## src/rtl/pipeline_stall_ctrl.sv

```systemverilog
// pipeline_stall_ctrl: owns the PC, the IF/ID register and the control half of
// the ID/EX register. It applies the hazard unit's keep, bubble and branch-flush
// requests to them, counts stalls and flushes, and flags inconsistent stall
// requests. Every output is registered, so no input reaches an output combinationally.
module pipeline_stall_ctrl #(
    parameter int              DATA_WIDTH = 32,
    parameter int              CTRL_WIDTH = 12,
    parameter logic [DATA_WIDTH-1:0] PC_RESET = '0,
    parameter int              CNT_WIDTH  = 16
) (
    input  logic                  clk_i,
    input  logic                  rst_n_i,
    input  logic                  pc_keep_i,
    input  logic                  IF_ID_keep_i,
    input  logic                  ID_EX_zero_i,
    input  logic                  branch_taken_i,
    input  logic [DATA_WIDTH-1:0] branch_target_i,
    input  logic [DATA_WIDTH-1:0] imem_instr_i,
    input  logic [CTRL_WIDTH-1:0] ID_ctrl_i,
    output logic [DATA_WIDTH-1:0] pc_o,
    output logic [DATA_WIDTH-1:0] IF_ID_pc_o,
    output logic [DATA_WIDTH-1:0] IF_ID_instr_o,
    output logic                  IF_ID_valid_o,
    output logic [CTRL_WIDTH-1:0] ID_EX_ctrl_o,
    output logic                  ID_EX_valid_o,
    output logic [CNT_WIDTH-1:0]  stall_cnt_o,
    output logic [CNT_WIDTH-1:0]  flush_cnt_o,
    output logic                  keep_err_o
);

    logic [DATA_WIDTH-1:0] r_pc;
    logic [DATA_WIDTH-1:0] r_if_id_pc;
    logic [DATA_WIDTH-1:0] r_if_id_instr;
    logic                  r_if_id_valid;
    logic [CTRL_WIDTH-1:0] r_id_ex_ctrl;
    logic                  r_id_ex_valid;
    logic [CNT_WIDTH-1:0]  r_stall_cnt;
    logic [CNT_WIDTH-1:0]  r_flush_cnt;
    logic                  r_keep_err;

    logic                  w_stall;
    logic                  w_flush;
    logic                  w_bubble;
    logic                  w_keep_mismatch;
    logic [DATA_WIDTH-1:0] w_pc_plus4;

    // A half-asserted keep request is treated as a full stall, so the PC and
    // IF/ID always stay in step. A branch seen during a stall is ignored
    // because ID re-presents it once its operands are valid.
    assign w_stall         = pc_keep_i | IF_ID_keep_i;
    assign w_flush         = branch_taken_i & ~w_stall;
    assign w_bubble        = ID_EX_zero_i | w_stall | ~r_if_id_valid;
    assign w_keep_mismatch = (pc_keep_i != IF_ID_keep_i) | (pc_keep_i != ID_EX_zero_i);
    assign w_pc_plus4      = r_pc + DATA_WIDTH'(4);   // wraps modulo 2^DATA_WIDTH

    // PC: hold on stall, redirect on a taken branch, otherwise advance sequentially
    always_ff @(posedge clk_i or negedge rst_n_i) begin
        if (!rst_n_i) begin
            r_pc <= PC_RESET;
        end else if (w_stall) begin
            r_pc <= r_pc;
        end else if (branch_taken_i) begin
            r_pc <= branch_target_i;
        end else begin
            r_pc <= w_pc_plus4;
        end
    end

    // IF/ID: hold on stall, flush on a taken branch, otherwise capture the fetch
    always_ff @(posedge clk_i or negedge rst_n_i) begin
        if (!rst_n_i) begin
            r_if_id_pc    <= '0;
            r_if_id_instr <= '0;
            r_if_id_valid <= 1'b0;
        end else if (w_stall) begin
            r_if_id_pc    <= r_if_id_pc;
            r_if_id_instr <= r_if_id_instr;
            r_if_id_valid <= r_if_id_valid;
        end else if (branch_taken_i) begin
            r_if_id_pc    <= '0;
            r_if_id_instr <= '0;
            r_if_id_valid <= 1'b0;
        end else begin
            r_if_id_pc    <= w_pc_plus4;
            r_if_id_instr <= imem_instr_i;
            r_if_id_valid <= 1'b1;
        end
    end

    // ID/EX control: never holds; a stall or an empty ID slot drains EX as a bubble
    always_ff @(posedge clk_i or negedge rst_n_i) begin
        if (!rst_n_i) begin
            r_id_ex_ctrl  <= '0;
            r_id_ex_valid <= 1'b0;
        end else if (w_bubble) begin
            r_id_ex_ctrl  <= '0;
            r_id_ex_valid <= 1'b0;
        end else begin
            r_id_ex_ctrl  <= ID_ctrl_i;
            r_id_ex_valid <= 1'b1;
        end
    end

    // Saturating stall and flush counters
    always_ff @(posedge clk_i or negedge rst_n_i) begin
        if (!rst_n_i) begin
            r_stall_cnt <= '0;
            r_flush_cnt <= '0;
        end else begin
            if (w_stall && (r_stall_cnt != {CNT_WIDTH{1'b1}})) begin
                r_stall_cnt <= r_stall_cnt + CNT_WIDTH'(1);
            end
            if (w_flush && (r_flush_cnt != {CNT_WIDTH{1'b1}})) begin
                r_flush_cnt <= r_flush_cnt + CNT_WIDTH'(1);
            end
        end
    end

    // Sticky flag: the three stall request lines disagreed at some point
    always_ff @(posedge clk_i or negedge rst_n_i) begin
        if (!rst_n_i) begin
            r_keep_err <= 1'b0;
        end else if (w_keep_mismatch) begin
            r_keep_err <= 1'b1;
        end
    end

    assign pc_o          = r_pc;
    assign IF_ID_pc_o    = r_if_id_pc;
    assign IF_ID_instr_o = r_if_id_instr;
    assign IF_ID_valid_o = r_if_id_valid;
    assign ID_EX_ctrl_o  = r_id_ex_ctrl;
    assign ID_EX_valid_o = r_id_ex_valid;
    assign stall_cnt_o   = r_stall_cnt;
    assign flush_cnt_o   = r_flush_cnt;
    assign keep_err_o    = r_keep_err;

endmodule

```

## config.mk

```make
export PLATFORM = sky130hd
export DESIGN_NAME = pipeline_stall_ctrl
export DESIGN_NICKNAME = d
export VERILOG_FILES = /design/src/rtl/pipeline_stall_ctrl.sv
export SDC_FILE = /design/constraint.sdc
export NUM_CORES = 1
export LEC_CHECK = 0
export BUFFER_PORTS_ARGS = -buffer_cell sky130_fd_sc_hd__buf_2
export CAP_MARGIN = 20
export CORE_ASPECT_RATIO = 0.75
export CORE_UTILIZATION = 43
export CTS_CLUSTER_SIZE = 10
export DETAILED_ROUTE_END_ITERATION = 7
export GPL_TIMING_DRIVEN = 0
export PLACE_DENSITY = 0.73
export SYNTH_ARGS = -nofsm -noshare
export SYNTH_HDL_FRONTEND = slang
export SYNTH_SLANG_ARGS = --single-unit
```

## constraint.sdc

```tcl
create_clock -name clk_i -period 1.9 [get_ports clk_i]
set_input_delay 0.38 -clock clk_i [delete_from_list [all_inputs] [get_ports clk_i]]
set_output_delay 0.38 -clock clk_i [all_outputs]
set_load 0.05 [all_outputs]
```

# == Word-level counts from Yosys, hierarchy flattened ==
# Index checks and enable logic that the tools add are counted.
# totals
ff_bits,143
word_cells,31
in_bits,82
# classes
mux,6
eq_ne,4
bitwise,7
n_reduce_logical,2
addsub,3
# ops
cell,count
32-bit 2-to-1 mux,3
16-bit by 1-bit adder with 16-bit output (second input constant),2
32-bit by 3-bit adder with 32-bit output (second input constant),1
16-bit != test (second input constant),2
12-bit 2-to-1 mux,1
1-bit OR,4
1-bit logical AND,2
1-bit 2-to-1 mux,2
1-bit != test,2
1-bit inverter,2
1-bit bitwise AND,1

# == Longest topological paths before layout ==
# logic_depth
ltp_word,4
ltp_mapped,9
mapped_depth_nobuf,7

# == Worst setup path before layout ==
# No wires, ideal clock.
# synth_timing
path_type,reg-to-reg
start,"register r_pc[2], in the netlist pc_o[2]"
end,"register r_if_id_pc[18], in the netlist IF_ID_pc_o[18]"
stages_incl_launch_ff,8
arrival_time_ns,2.168
setup_slack_ns,-0.389
setup_ns,0.121
required_ns,1.779
path_cell_list,dfrtp_1 -> ha_1 -> nand3_2 -> nor4_2 -> buf_4 -> nand4_2 -> xnor2_1 -> a22o_1
# synth_via
elab_chain_len,2
# synth_lines
element,line_no,rtl
"start, declared",31,logic [DATA_WIDTH-1:0] r_pc;
"start signal, assigned",61,r_pc <= r_pc;
"start signal, assigned",63,r_pc <= branch_target_i;
"start signal, assigned",65,r_pc <= w_pc_plus4;
32-bit by 3-bit adder with 32-bit output,54,assign w_pc_plus4 = r_pc + DATA_WIDTH'(4);
32-bit 2-to-1 mux,79,end else if (branch_taken_i) begin
"end signal, assigned",76,r_if_id_pc <= r_if_id_pc;
"end signal, assigned",84,r_if_id_pc <= w_pc_plus4;
"end, declared",32,logic [DATA_WIDTH-1:0] r_if_id_pc;
# No other way between the ends.
# A chain may end at the register's enable or synchronous reset.

# == Worst setup path after layout ==
# layout_timing
start,"register r_pc[10], in the netlist pc_o[10]"
end,"register r_pc[26], in the netlist pc_o[26]"
# layout_via
elab_chain_len,2
# layout_lines
element,line_no,rtl
32-bit by 3-bit adder with 32-bit output,54,
32-bit 2-to-1 mux,62,end else if (branch_taken_i) begin
# No other way between the ends.

==> flow_summary.toml <==
[status]
status = "completed"

[placement]
portBuffers = 224
dp_hpwl_um = 13400
pre_cts_slack_ns = -0.800
gp_congestion = 0.825
dp.cells = 1059
dpl_cell_area_sq_um = 8260

[routing]
viasPerCell = 5.35
dr.pass1.iters = 5
ant_nets = 0
vias = 5913
wl_per_cell_um = 17.4
routed_wl_um = 19300
drt_iter0_drc = 348
drcViolationCount = 0

[sta]
rsz0062_at_grt = "yes"
setup_viol = 0
hold_viol_final = 0
min_period_over_period = 0.987
layout_setup_ws_ns = 0.0248
drv_slew = 0
worst_pin_slew_ns = 0.662
finClkSkew_ns = 0.00962
fmax_ghz = 0.533
min_period_ns = 1.88
max_slew_margin = 0.559

[min_path]
hold_class = "input pin to register"

[critical_path]
path_max_fanout = 8
crit_arrival_ns = 2.23
required_ns = 2.25
worstSetupEndpointType = "register"
slowest_stage = "dfrtp_2"
startpoint_type = "register"
crit_buf_inv = 1
worstPathCellList = "nand4_4 > nor4_4 > buf_6 > nand4_4 > or3_1 > nand3_1"
cp_slowest_stage_delay_ns = 0.46
crit_path_frequent_cell = "nand4_4"
path_class = "register to register"
critPathTopFamily = "simple AND/OR/NAND/NOR gates"

[synthesis]
ys_seq_area_frac = 0.531
ys_ff_latch = 143
synthCells = 629
ys.flop_type = "dfrtp_1"
mappedNetlistArea_sq_um = 6740
yosysUniqueCellTypes = 54
yosysTopAreaCellShare = 0.531
synth-async-reset-ratio = 1.00
syn_nets = 715
synth.area.top_cells = "dfrtp_1 53%, a31o_2 4.0%, xnor2_1 4.0%"
yosys.area.top_type = "dfrtp_1"
synth-warning-count = 0
synth-edff-count = 0
synth_area_per_cell_sq_um = 10.7

[grt]
grt_overflow = 0
grt_pass1_wl_um = 30600
grt_pass1_vias = 5763
grt_max_degree = 90
grt_use_total = 0.243
antenna_found_initial = 1

[finish]
n_fill_cell = 1305
final_cells = 1105
nNetsFinal = 972
drive_above_1_share = 0.445
synthToLayoutAreaGrowth_pct = 35.9
fin_area_sq_um = 9160

[clock_tree]
clkTransAtPathRegs_ns = 0.06
cts_tree = "built"
cts_buffers = 17
cts_buffer_depth = 2
cts.sinks = 143
insertion_delay_ns = 0.42
cts-root-buf = "clkbuf_16"
cts_max_level = 4

[floorplanning]
rows = 39
dieArea_sq_um = 16200
fp.dieH_um = 110
coreArea_sq_um = 15300
ios = 225
die_w_um = 147
start_util = 0.441

[power]
p_sw_mw = 3.92
p_int_mw = 6.77
pwr-share-seq = 0.365
power_leakage_nw = 4.54
p_sw_frac = 0.367
total_power_mw = 10.7
comb_power_share = 0.288
powerDensity_nw_per_um2 = 1170
peakVddDrop_uv = 788
clkPwrFrac = 0.348

[job]
cap_viol_max_count = 0
==> placed cells by master (no fill, tap or decap), drive strengths merged, types with 4 or more instances in the layout <==
master,instances
nand2,47
o21ai,8
buf,253
inv,12
nand4,18
and2,14
nand3,32
and4,7
xor2,24
nor2b,34
mux2,8
a21oi,28
nor3,13
xnor2,31
nor2,27
clkbuf,49
bufinv,4
o22ai,24
mux2i,9
and3,12
dfrtp,143
a22o,23
o31ai,7
ha,4
a31o,31
nor4,8
==> path summary, 6_finish.rpt <==
kind	cells after the start	startpoint	end	slack (ns)
hold reg to reg	2	IF_ID_pc_o[7]	IF_ID_pc_o[7]	0.48
max in group asynchronous	3	rst_n_i	flush_cnt_o[7]	0.57
setup / recovery	6	pc_o[10]	pc_o[26]	0.02
setup reg to reg	6	pc_o[10]	pc_o[26]	0.02
min in group asynchronous	2	rst_n_i	IF_ID_pc_o[13]	0.47
hold / removal	3	branch_target_i[1]	pc_o[1]	0.16
==> synthesized netlist by cell type, types with 8 or more instances <==
cell	instances
nand2_1	47
mux2_2	8
a21oi_1	27
and2_1	14
nor2_1	27
dfrtp_1	143
nor3_1	12
nand3_1	29
xor2_1	24
o21ai_0	8
a31o_2	31
nand4_1	15
mux2i_1	9
nor2b_1	34
xnor2_1	31
a22o_1	23
clkbuf_1	26
and3_1	12
inv_1	11
o22ai_1	24
==> tightest hold or removal path: stages <==
cell and delay [ns]:
buf_2 0.08, nand2_1 0.04, nand2_1 0.05
==> flip-flops by register name, indices dropped and copies added, names as in the netlist <==
| register | flops |
|---|---|
| IF_ID_instr_o | 32 |
| IF_ID_pc_o | 32 |
| pc_o | 32 |
| flush_cnt_o | 16 |
| stall_cnt_o | 16 |
| ID_EX_ctrl_o | 12 |
| ID_EX_valid_o | 1 |
| IF_ID_valid_o | 1 |
| keep_err_o | 1 |
==> stage by stage <==
step           utilization  hold slack, ns  setup TNS [ns]
6_report             0.600           0.159               0
5_1_grt              0.600           0.145          -0.500
4_1_cts              0.591           0.144               0
3_5_place_dp         0.541           0.366          -56.59
3_3_place_gp         0.538           0.463         -299.01
2_1_floorplan            -          0.0844         -0.0310
==> layer usage <==
| metal | track usage | up-vias | part of all wire |
|---|---|---|---|
| met4 | 0.0743 | 0 | 0.018 |
| met2 | 0.366 | 235 | 0.45 |
| met5 | 0 | - | 0 |
| met1 | 0.336 | 2875 | 0.46 |
| li1 | - | 2777 | - |
| met3 | 0.0748 | 26 | 0.075 |
==> cell type report <==
| type | count | area [sq um] | area share |
|---|---|---|---|
| sequential | 143 | 3610 | 0.395 |
| multi-input combinational | 432 | 3100 | 0.338 |
| timing repair buffer | 243 | 1290 | 0.141 |
| clock buffer | 23 | 508 | 0.0554 |
| tap | 205 | 256 | 0.0280 |
| buffer | 37 | 193 | 0.0210 |
| clock inverter | 9 | 153 | 0.0167 |
| inverter | 12 | 45.0 | 0.00492 |
| antenna | 1 | 2.50 | 0.000273 |
==> power groups by stage <==
stage / logic (mW) / registers [mW] / clock network [mW]
final: 3.08 / 3.90 / 3.71
after global routing: 3.27 / 3.96 / 3.91
after CTS: 3.08 / 3.87 / 3.76
after detailed placement: 3.05 / 3.91 / 0
after global placement: 3.01 / 3.90 / 0
after floorplan: 0.861 / 5.24 / 0
==> cell families (layout without fill, tap and decap cells) <==
kind of cell | count (synthesis) | in the layout | share of synthesized area
buffers and inverters | 54 | 324 | 0.0330
multiplexers | 17 | 17 | 0.0267
adder cells (fa/ha/maj) | 4 | 4 | 0.00743
flip-flops | 143 | 143 | 0.531
XOR/XNOR | 55 | 55 | 0.0715
AO/OA/AOI/OAI | 134 | 134 | 0.144
AND/OR/NAND/NOR | 222 | 222 | 0.186
other | 0 | 1 | 0
==> timing repair <==
action                                 in CTS  in global routing
cloned                                      1                  0
hold buffers                                1                  0
endpoints found under the hold margin      54                  0
setup buffers                               9                  7
pin swaps                                   4                 13
setup endpoints to repair                  82                 61
resized for setup                          13                 33
Note: power is estimated with default switching activity, not from simulation.
